## src/rtl/ddr_write_arb_pkg.sv

```systemverilog
// Shared types and constants for the DDR write-port arbiter.
package ddr_write_arb_pkg;

   // Arbiter FSM: waiting for a request, request presented to DDR, burst running
   typedef enum logic [1:0] {
      IDLE  = 2'd0,
      REQ   = 2'd1,
      BURST = 2'd2
   } state_t;

   localparam int C_ADDR_W  = 38;
   localparam int C_BURST_W = 8;

   // Width of a channel index; a single-channel build still needs one bit
   function automatic int idx_w(input int n);
      return (n > 1) ? $clog2(n) : 1;
   endfunction

endpackage

```

## src/rtl/ddr_write_arbiter_rr_priority_select.sv

```systemverilog
// Round-robin picker: first set request bit strictly after 'last', wrapping.
// Purely combinational so the read-side arbiter can reuse it unchanged.
module rr_priority_select #(
   parameter int N  = 2,
   parameter int IW = 1
) (
   input  logic [N-1:0]  req,
   input  logic [IW-1:0] last,
   output logic          valid,
   output logic [IW-1:0] idx
);

   logic [IW-1:0] cand;

   // Walk offsets from the far end back toward last+1 so the nearest hit is kept
   always_comb begin
      valid = 1'b0;
      idx   = '0;
      cand  = '0;
      for (int off = N; off >= 1; off--) begin
         cand = IW'((int'(last) + off) % N);
         if (req[cand]) begin
            valid = 1'b1;
            idx   = cand;
         end
      end
   end

endmodule

```

## src/rtl/ddr_write_arbiter.sv

```systemverilog
// Shares one DDR native write port between g_NUM_REQ write channels with
// round-robin fairness, per-grant ack/done routing and a burst watchdog.
module ddr_write_arbiter
   import ddr_write_arb_pkg::*;
#(
   parameter int g_NUM_REQ        = 2,
   parameter int g_DDR_AXI_DWIDTH = 512,
   parameter int g_TIMEOUT        = 4096
) (
   input  logic                                  sys_clk_i,
   input  logic                                  rstn_i,
   input  logic [g_NUM_REQ-1:0]                  req_i,
   input  logic [C_BURST_W*g_NUM_REQ-1:0]        burst_size_i,
   input  logic [C_ADDR_W*g_NUM_REQ-1:0]         start_addr_i,
   input  logic [g_DDR_AXI_DWIDTH*g_NUM_REQ-1:0] data_i,
   input  logic [g_NUM_REQ-1:0]                  data_rdy_i,
   input  logic                                  write_ackn_i,
   input  logic                                  write_done_i,
   output logic                                  write_req_o,
   output logic [C_BURST_W-1:0]                  burst_size_o,
   output logic [C_ADDR_W-1:0]                   write_start_addr_o,
   output logic [g_DDR_AXI_DWIDTH-1:0]           data_o,
   output logic                                  data_rdy_o,
   output logic [g_NUM_REQ-1:0]                  write_ackn_o,
   output logic [g_NUM_REQ-1:0]                  write_done_o,
   output logic [g_NUM_REQ-1:0]                  grant_o,
   output logic                                  timeout_o
);

   localparam int            IW          = idx_w(g_NUM_REQ);
   localparam int            CW          = $clog2(g_TIMEOUT) + 1;
   localparam logic [CW-1:0] C_CNT_LAST  = CW'(g_TIMEOUT - 1);
   localparam logic [IW-1:0] C_LAST_INIT = IW'(g_NUM_REQ - 1);

   state_t        state;
   logic [IW-1:0] grant_idx;
   logic [IW-1:0] last_grant;
   logic [IW-1:0] pick_idx;
   logic          pick_valid;
   logic [CW-1:0] cnt;
   logic          busy;
   logic          ack_fwd;
   logic          done_fwd;
   logic          expire;

   rr_priority_select #(
      .N  (g_NUM_REQ),
      .IW (IW)
   ) u_pick (
      .req   (req_i),
      .last  (last_grant),
      .valid (pick_valid),
      .idx   (pick_idx)
   );

   // A grant is live in REQ and BURST; ack only counts while the request is
   // outstanding, and done only counts once the burst has been accepted
   // (either earlier, or by an ack in the very same cycle).
   assign busy     = (state != IDLE);
   assign ack_fwd  = (state == REQ) && write_ackn_i;
   assign done_fwd = write_done_i && ((state == BURST) || ack_fwd);

   // Watchdog fires on the last allowed cycle unless a done lands right there
   assign expire    = busy && (cnt == C_CNT_LAST) && !done_fwd;
   assign timeout_o = expire;

   // Grant decode and per-channel routing of the controller's handshake pulses
   for (genvar k = 0; k < g_NUM_REQ; k++) begin : g_ch
      assign grant_o[k]      = busy && (grant_idx == IW'(k));
      assign write_ackn_o[k] = ack_fwd && grant_o[k];
      assign write_done_o[k] = done_fwd && grant_o[k];
   end

   // Arbitration FSM with registered request, address, burst and watchdog count
   always_ff @(posedge sys_clk_i or negedge rstn_i) begin
      if (!rstn_i) begin
         state              <= IDLE;
         grant_idx          <= '0;
         last_grant         <= C_LAST_INIT;
         cnt                <= '0;
         write_req_o        <= 1'b0;
         burst_size_o       <= '0;
         write_start_addr_o <= '0;
      end else begin
         case (state)
            IDLE: begin
               if (pick_valid) begin
                  state              <= REQ;
                  grant_idx          <= pick_idx;
                  burst_size_o       <= burst_size_i[pick_idx*C_BURST_W +: C_BURST_W];
                  write_start_addr_o <= start_addr_i[pick_idx*C_ADDR_W +: C_ADDR_W];
                  write_req_o        <= 1'b1;
                  cnt                <= '0;
               end
            end
            REQ: begin
               cnt <= cnt + 1'b1;
               if (done_fwd || expire) begin
                  state       <= IDLE;
                  write_req_o <= 1'b0;
                  last_grant  <= grant_idx;
               end else if (ack_fwd) begin
                  state       <= BURST;
                  write_req_o <= 1'b0;
               end
            end
            BURST: begin
               cnt <= cnt + 1'b1;
               if (done_fwd || expire) begin
                  state      <= IDLE;
                  last_grant <= grant_idx;
               end
            end
            default: begin
               state       <= IDLE;
               write_req_o <= 1'b0;
            end
         endcase
      end
   end

   // Zero-latency data path from the granted channel's FIFO; quiet when idle
   always_comb begin
      data_o     = '0;
      data_rdy_o = 1'b0;
      if (busy) begin
         data_o     = data_i[grant_idx*g_DDR_AXI_DWIDTH +: g_DDR_AXI_DWIDTH];
         data_rdy_o = data_rdy_i[grant_idx];
      end
   end

endmodule

```

## config.mk

```make
export PLATFORM = sky130hd
export DESIGN_NAME = ddr_write_arbiter
export DESIGN_NICKNAME = d
export VERILOG_FILES = /design/src/rtl/ddr_write_arb_pkg.sv /design/src/rtl/ddr_write_arbiter_rr_priority_select.sv /design/src/rtl/ddr_write_arbiter.sv
export SDC_FILE = /design/constraint.sdc
export NUM_CORES = 1
export LEC_CHECK = 0
export BUFFER_PORTS_ARGS = -buffer_cell sky130_fd_sc_hd__buf_4
export CAP_MARGIN = 20
export CORE_AREA = 8 8 661 663
export DETAILED_ROUTE_END_ITERATION = 16
export DIE_AREA = 0 0 669 671
export PLACE_DENSITY = 0.3
export SETUP_SLACK_MARGIN = 0.4
export SLEW_MARGIN = 30
export SYNTH_ARGS = -nofsm -noshare
export SYNTH_HDL_FRONTEND = slang
export SYNTH_SLANG_ARGS = --single-unit
```

## constraint.sdc

```tcl
create_clock -name sys_clk_i -period 3.66 [get_ports sys_clk_i]
set_clock_uncertainty 0.05 [all_clocks]
set_input_delay 0.732 -clock sys_clk_i [delete_from_list [all_inputs] [get_ports sys_clk_i]]
set_output_delay 0.732 -clock sys_clk_i [all_outputs]
set_load 0.05 [all_outputs]
```

Word-level counts from Yosys, hierarchy flattened
Index checks and enable logic that the tools add are counted.

storage, ports and cells
  output and inout bits = 567
  register bits after elaboration = 64

operators by class
  mux-type cells = 23
  magnitude comparators = 3
  $mul = 1
  equal/unequal tests = 6
  reductions and logical operators = 22
  bitwise operators = 2
  $add $sub $neg = 3
  shift-type cells = 3

operators by type and width
  cell                                                        count
  indexed part select 1024 x 11 -> 512 bit                    1
  two-way mux 512 bit                                         1
  indexed part select 76 x 8 -> 38 bit                        1
  one-hot mux 13 bit (2 select lines)                         1
  indexed part select 16 x 5 -> 8 bit                         1
  two-way mux 1 bit                                           14
  adder 13 x 1 -> 13 bit, second input constant               1
  == test 13 x 12 -> 1 bit, second input constant             1
  two-way mux 13 bit                                          1
  logical AND 1 bit                                           10
  two-way mux 2 bit                                           4
  less-than comparator 1 x 2 -> 1 bit, second input constant  3
  multiplier 1 x 5 -> 6 bit, second input constant            1
  one-hot mux 2 bit (3 select lines)                          1
  AND reduction 2 bit                                         3
  AND reduction 3 bit                                         2
  nonzero test 2 bit                                          2
  inequality test 3 x 2 -> 1 bit, second input constant       1
  one-hot mux 1 bit (3 select lines)                          1
  adder 1 bit, second input constant                          2
  == test 2 x 1 -> 1 bit, second input constant               1
  == test 2 bit, second input constant                        1
  logical NOT 2 bit                                           1
  logical OR 1 bit                                            2
  5 further kinds                                             6

Logic depth before layout (Yosys ltp)
Gate-level depths: netlist of the first run.

  depth in word-level cells = 9
  depth in mapped cells = 8
  mapped depth without buffers = 6

Modules after synthesis
From an unflattened synthesis of the first run, not the netlist that was laid out.

second synthesis, totals
  cell total of the unflattened synthesis = 1456
  area, all modules = 10705.3 µm²

by module, submodules not included
  module              times used  area each (µm²)  cells an instance
  ddr_write_arbiter   1           10691.5          1454
  rr_priority_select  1           13.8             2

Worst setup path before layout of the first run
OpenSTA, ideal clock, no wires.

  path kind = register to output
  start = register state[0]
  end = output timeout_o
  setup slack = 0.633 ns
  stages on the path, launching flop included = 7
  data required time = 2.878 ns
  data arrival time = 2.245 ns
  path through = dfrtp_1 > inv_1 > ha_1 > or3b_1 > or4_1 > buf_2 > a21oi_1

on the way
  word-level cells in the longest chain between the ends = 6
  elaborated cells between the ends (all ways) = 9

ends and longest elaborated chain
  element                 RTL line                 source
  from (decl)             ddr_write_arbiter.sv:35  state_t state;
  from (signal assigned)  ddr_write_arbiter.sv:77  state <= IDLE;
  from (signal assigned)  ddr_write_arbiter.sv:88  state <= REQ;
  from (signal assigned)  ddr_write_arbiter.sv:99  state <= IDLE;
  == test 2 x 1 -> 1 bit  ddr_write_arbiter.sv:60  assign ack_fwd = (state == REQ) && write_ackn_i;
  logical AND 1 bit       ddr_write_arbiter.sv:60
  logical OR 1 bit        ddr_write_arbiter.sv:61  assign done_fwd = write_done_i && ((state == BURST) || ack_fwd);
  logical AND 1 bit       ddr_write_arbiter.sv:61
  logical NOT 1 bit       ddr_write_arbiter.sv:64  assign expire = busy && (cnt == C_CNT_LAST) && !done_fwd;
  logical AND 1 bit (*)   ddr_write_arbiter.sv:64
  to (decl)               ddr_write_arbiter.sv:27  output logic timeout_o

Every way passes the cells marked *; elsewhere a longest branch is shown, timed or not.

Worst setup path after layout of the first run
  start = register grant_idx
  end = output data_o[25]

on the way
  word-level cells in the longest chain between the ends = 2

ends and longest elaborated chain
  element                                   RTL line                  source
  from (decl)                               ddr_write_arbiter.sv:36   logic [IW-1:0] grant_idx;
  from (signal assigned)                    ddr_write_arbiter.sv:89   grant_idx <= pick_idx;
  indexed part select 1024 x 11 -> 512 bit  ddr_write_arbiter.sv:127  data_o = data_i[grant_idx*g_DDR_AXI_DWIDTH +: g_DDR_AXI_DWIDTH];
  two-way mux 512 bit                       ddr_write_arbiter.sv:126  if (busy) begin
  to (decl)                                 ddr_write_arbiter.sv:22   output logic [g_DDR_AXI_DWIDTH-1:0] data_o,

No other way between the ends.

==> results.toml, run 1 <==
[outcome]
outcome = "completed"

[synth]
synth_seq_cells = 64
netlist.area_leader.share_pct = 52.6
avgSynthCellArea_sq_um = 7.36
netlist_area_sq_um = 10700
synthFlopType = "dfrtp_1"
seq_area_frac_synth_pct = 15.0
synth.largest_area_cell = "mux2i_1"
syn_nets = 2581
synth_cell_types = 39
async_reset_ff_share_pct = 100
yosysWarnings = 0
synth_edf_count = 0
synthCells = 1453
synth_most_common_cell = "mux2i_1"
yosys-top-cells-area = "mux2i_1, nor2_1, dfrtp_1, buf_2, o21ai_0"
yosys-top-cells-count = "mux2i_1, nor2_1, dfrtp_1"

[route]
drt_pass1_iterations = 5
drtAntennaViolNets = 0
routed_wl_microns = 348000
num_vias = 20400
drc_errors = 0
via_per_inst = 2.30
dr.first_iter.drc_count = 1403
wl_per_cell_microns = 39.2

[floorplanning]
io_pins = 1691
core_area_sq_um = 426000
rows = 240
die_y_microns = 671
die_x_microns = 669
dieArea_sq_um = 449000
initial_utilization_pct = 2.51

[clocking]
clock-sinks = 64
cts-root-buf = "clkbuf_16"
clk_latency_ns = 0.43
cts_tree = "done"
path_clk_slew_ns = 0.12
cts_htree_levels = 3
cts_buffers = 9
clock_path_buffers = 2

[critical_path]
required_ns = 2.88
worstSetupPathType = "flip-flop to output port"
cp_data_arrival_time_ns = 2.51
crit_start = "grant_idx"
worstPathMaxFanout = 22
cp-start-kind = "flip-flop"
crit-reg2reg-launch = "state[1]"
end_kind = "output port"

[place]
gp_congestion = 1.07
post-place-ws_ns = 0.0991
dpl.hpwl_microns = 326000
placed_area_sq_um = 31000
placed_cells = 8769
io_buffers = 1690

[finish]
drive_above_1_share_pct = 64.5
syn2layout_area_growth_pct = 217
fin_cells = 8862
nets = 4269
n_fill_cell = 50300
multi_input_area_sq_um = 9940
fin_area_sq_um = 33900
seq_area_sq_um = 1610
finalCoreUtilization_pct = 7.97

[pwr]
ir_worst_vdd_mv = 0.424
power.total_mw = 37.2
p_comb_share_pct = 93.6
switching_share_pct = 69.6
p_int_mw = 11.3
p_leak_nw = 14.7
powerDensity_nw_per_um2 = 1100
p_switching_mw = 25.9
clkPwrFrac_pct = 3.2
power_frac_seq_pct = 3.2

[sta]
setup_viol = 0
max_freq_ghz = 0.304
hold_ws_ns = 0.249
fin_ws_ns = 0.369
grt_setup_unrepaired = "true"
fin_crit_ns = 3.29
maxSlewHeadroom_pct = 51.2
tightestPinTransition_ns = 0.718
maxSlewViolCount = 0
min_period_over_period_pct = 89.9
hold_viol = 0
setup_tns_ns = 0

[min_path]
min_path_type = "input port to async pin"

[job]
max_cap_viol_count = 0

[grt]
grt_pass1_vias = 20200
overflow = 0
antenna_found_initial = 273
grt_pass1_wl_microns = 393000
grt_max_degree = 97
gr-usage-all-layers_pct = 14.7
## cell usage in the layout (no fill, tap or decap), types with 2 or more instances in the layout
| cell | netlist | final |
|---|---|---|
| buf_4 | 0 | 1693 |
| nor2_1 | 523 | 463 |
| mux2i_1 | 562 | 432 |
| mux2i_4 | 0 | 80 |
| dfrtp_1 | 63 | 62 |
| nand2_1 | 57 | 56 |
| o21ai_0 | 52 | 52 |
| mux2i_2 | 0 | 50 |
| nor2_2 | 0 | 50 |
| buf_6 | 0 | 50 |
| buf_12 | 0 | 30 |
| diode_2 | 0 | 29 |
| buf_16 | 0 | 26 |
| clkbuf_16 | 0 | 14 |
| nor2_4 | 0 | 10 |
| inv_1 | 5 | 5 |
| nor3_1 | 5 | 5 |
| a21oi_1 | 6 | 5 |
| xnor2_1 | 5 | 5 |
| nand4_1 | 3 | 3 |
| a22o_1 | 3 | 3 |
| or3_1 | 3 | 3 |
| ha_1 | 4 | 3 |
| bufbuf_16 | 0 | 3 |
| buf_8 | 0 | 3 |
| a21o_1 | 2 | 2 |
| or4_4 | 1 | 2 |
| nand2b_1 | 2 | 2 |
| mux2_1 | 2 | 2 |
| nand3_1 | 2 | 2 |
| nor4_1 | 2 | 2 |
| inv_6 | 0 | 2 |
| clkinv_4 | 0 | 2 |
| bufinv_16 | 0 | 2 |
## power groups by stage
stage | combinational, mW | sequential (mW) | clock (mW)
after floorplan | 15.5 | 2.05 | 0
after global placement | 32.6 | 1.21 | 0
after detailed placement | 32.7 | 1.22 | 0
after CTS | 35.2 | 1.20 | 1.27
after global routing | 35.9 | 1.24 | 1.28
final | 34.8 | 1.20 | 1.19
## cell families (layout without fill, tap and decap cells)
family	after synthesis	after routing	synth area share, %
AO/OA/AOI/OAI	73	73	3.85
AND/OR/NAND/NOR	605	605	21.9
adder cells (fa/ha/maj)	4	4	0.468
flip-flops	64	64	15.0
buffers and inverters	138	1831	5.52
other	0	29	0
multiplexers	564	564	52.8
XOR/XNOR	5	5	0.409
## worst max-delay path, cell delays in order, from the launching register on
cell	delay, ns
dfrtp_4	0.52
buf_16	0.17
buf_12	0.13
buf_6	0.31
mux2i_2	0.49
nor2_1	0.19
buf_4	0.24
## registers in the layout, summed over array words and instances, names as in the netlist
signal	flops
cnt	13
last_grant	1
state	2
burst_size_o	8
write_req_o	1
grant_idx	1
write_start_addr_o	38
## path summary, 6_finish.rpt
path / depth (start not counted) / slack, ns / end
max: 6 / 0.37 / data_o[25]
min: 1 / 0.25 / write_start_addr_o[31]
max reg2reg: 7 / 0.98 / write_req_o
min reg2reg: 2 / 0.44 / write_start_addr_o[25]
max in group asynchronous: 2 / 2.28 / last_grant
min in group sys_clk_i: 2 / 0.44 / write_start_addr_o[25]
## layout make-up
type	count	share of cell area, %
sequential	64	4.73
inverter	5	0.0553
tap	5687	21.0
clock buffer	9	0.664
antenna	29	0.214
multi-input combinational	1251	29.3
timing repair buffer	1810	43.8
clock inverter	7	0.302
## what timing repair did
| action | 4_1_cts | 5_1_grt |
|---|---|---|
| hold buffers | 0 | 0 |
| setup buffers | 26 | 6 |
| resized for setup | 275 | 96 |
| setup endpoints to repair | 256 | 137 |
| cloned | 11 | 5 |
| pin swaps | 4 | 7 |
## per-layer routing
metal	vias up	GRT usage, %	share of wire (%)
li1	8387	-	-
met1	9763	15.2	35
met2	1674	28.7	54
met3	446	5.69	9.6
met4	86	1.28	1.5
met5	-	0	0.18
Note: power is estimated with default switching activity, not from simulation.
==> run 2, diff against run 1 <==
--- a/config.mk
+++ b/config.mk
@@ -11,6 +11,7 @@
 export DETAILED_ROUTE_END_ITERATION = 16
 export DIE_AREA = 0 0 669 671
 export PLACE_DENSITY = 0.3
+export REMOVE_ABC_BUFFERS = 1
 export SETUP_SLACK_MARGIN = 0.4
 export SLEW_MARGIN = 30
 export SYNTH_ARGS = -nofsm -noshare
==> results.toml, run 2 (synthesized netlist as in run 1, its figures left out) <==
[critical_path]
cp_data_arrival_time_ns = 2.56
cp-start-kind = "flip-flop"
slowest_stage = "mux2i_4"
critPathMaxStageDelay_ns = 0.55
cp_common_cell = "buf_4"
end_kind = "output port"
crit_path_cell_trace = "buf_12 > buf_4 > buf_6 > mux2i_4 > nor2_1 > buf_4"
worstPathMaxFanout = 12
worstSetupPathType = "flip-flop to output port"
required_ns = 2.88

[grt]
overflow = 0
grt_pass1_wl_microns = 424000
gr-usage-all-layers_pct = 16.0
grt_pass1_vias = 20800
antenna_found_initial = 346
grt_max_degree = 76

[place]
dpl.hpwl_microns = 358000
gp_congestion = 1.07
post-place-ws_ns = 0.0292
placed_area_sq_um = 31700
io_buffers = 1690

[route]
drt_pass1_iterations = 4
drtAntennaViolNets = 0
route.met3.wl_microns = 50700
routed.top_layer = "met5"
num_vias = 20400
wl_met2_microns = 177000
dr.first_iter.drc_count = 1213
drc_errors = 0
met1Wirelength_microns = 142000
via_per_inst = 2.30
routed_wl_microns = 376000
wl_per_cell_microns = 42.4

[clocking]
path_clk_slew_ns = 0.09
clk_latency_ns = 0.38
clock_path_buffers = 2
clock-sinks = 64
cts-root-buf = "clkbuf_16"
cts_buffers = 9
cts_htree_levels = 3
cts_tree = "done"

[sta]
max_freq_ghz = 0.300
hold_ws_ns = 0.305
setup_viol = 0
grt_setup_unrepaired = "true"
maxSlewViolCount = 0
hold_viol = 0
fin_ws_ns = 0.322
maxSlewHeadroom_pct = 41.6
fin_crit_ns = 3.34
min_period_over_period_pct = 91.2
tightestPinTransition_ns = 0.876

[pwr]
powerDensity_nw_per_um2 = 1090
power.total_mw = 36.5
p_leak_nw = 14.6
ir_worst_vdd_mv = 0.492

[floorplanning]
core_area_sq_um = 426000
die_x_microns = 669
die_y_microns = 671
rows = 240
dieArea_sq_um = 449000
io_pins = 1691
initial_utilization_pct = 2.51

[finish]
multi_input_area_sq_um = 9590
final_cell_mix = "buf_4, nor2_1, mux2i_1"
fin_area_sq_um = 33400
n_fill_cell = 50400
biggestRegsByFlops = "write_start_addr_o x38, cnt x13, burst_size_o x8"
syn2layout_area_growth_pct = 212
final_common_cell = "buf_4"
seq_area_sq_um = 1610
drive_above_1_share_pct = 62.2
largest_register_ffs = 38
nets = 4265
regMostFlops = "write_start_addr_o"

[outcome]
outcome = "completed"

[job]
max_cap_viol_count = 0

[min_path]
min_path_type = "input port to async pin"
==> run 2: path summary, 6_finish.rpt <==
path | start | to | slack [ns] | cells after the start
max in group asynchronous | rstn_i | write_start_addr_o[20] | 2.44 | 2
min in group sys_clk_i | write_start_addr_o[35] | write_start_addr_o[35] | 0.44 | 2
setup / recovery | grant_idx | data_o[233] | 0.32 | 6
hold / removal | rstn_i | write_start_addr_o[15] | 0.30 | 1
setup reg to reg | state[0] | cnt[11] | 1.22 | 8
hold reg to reg | write_start_addr_o[35] | write_start_addr_o[35] | 0.44 | 2
==> run 2: cell type report <==
class | instances | share of cell area [%]
inverters | 5 | 0.0562
diodes | 57 | 0.427
repair buffers | 1806 | 43.7
clock buffers | 9 | 0.675
multi-input cells | 1251 | 28.7
flip-flops and latches | 64 | 4.81
well taps | 5687 | 21.3
clock inverters | 7 | 0.300
==> run 2: power by group <==
part / leakage [nW] / total [mW] / internal [mW] / switching [mW]
clock network: 0.161 / 1.12 / 0.607 / 0.510
registers: 0.801 / 1.21 / 1.01 / 0.201
logic: 13.6 / 34.1 / 9.21 / 24.9
==> run 2: what timing repair did <==
| item | CTS | global route |
|---|---|---|
| endpoints found under the setup margin | 248 | 47 |
| buffers inserted | 18 | 5 |
| gates cloned | 7 | 1 |
| hold buffers | 0 | 0 |
| pin swaps | 1 | 2 |
| gates resized for setup | 105 | 32 |
==> run 2: stage by stage <==
| stage | setup TNS (ns) | utilization [%] | std cells |
|---|---|---|---|
| after global placement | -8.15 | 7.31 | 8770 |
| after floorplan | -8382.39 | - | 1320 |
| after global routing | 0 | 7.81 | 8847 |
| final | 0 | 7.84 | 8886 |
| after CTS | 0 | 7.75 | 8823 |
| after detailed placement | 0 | 7.44 | 8782 |
==> run 2: routing by layer <==
layer | up-vias | GRT usage [%]
met2 | 1650 | 27.1
met4 | 98 | 1.69
met3 | 579 | 9.72
met5 | - | 0
li1 | 8408 | -
met1 | 9694 | 17.5
==> run 2: critical path: cells and delay by family, from the launching register on <==
family	cells	cell delay (ns)
buffers and inverters	4	0.92
muxes	1	0.55
DFF	1	0.50
and+or+nand+nor	1	0.10
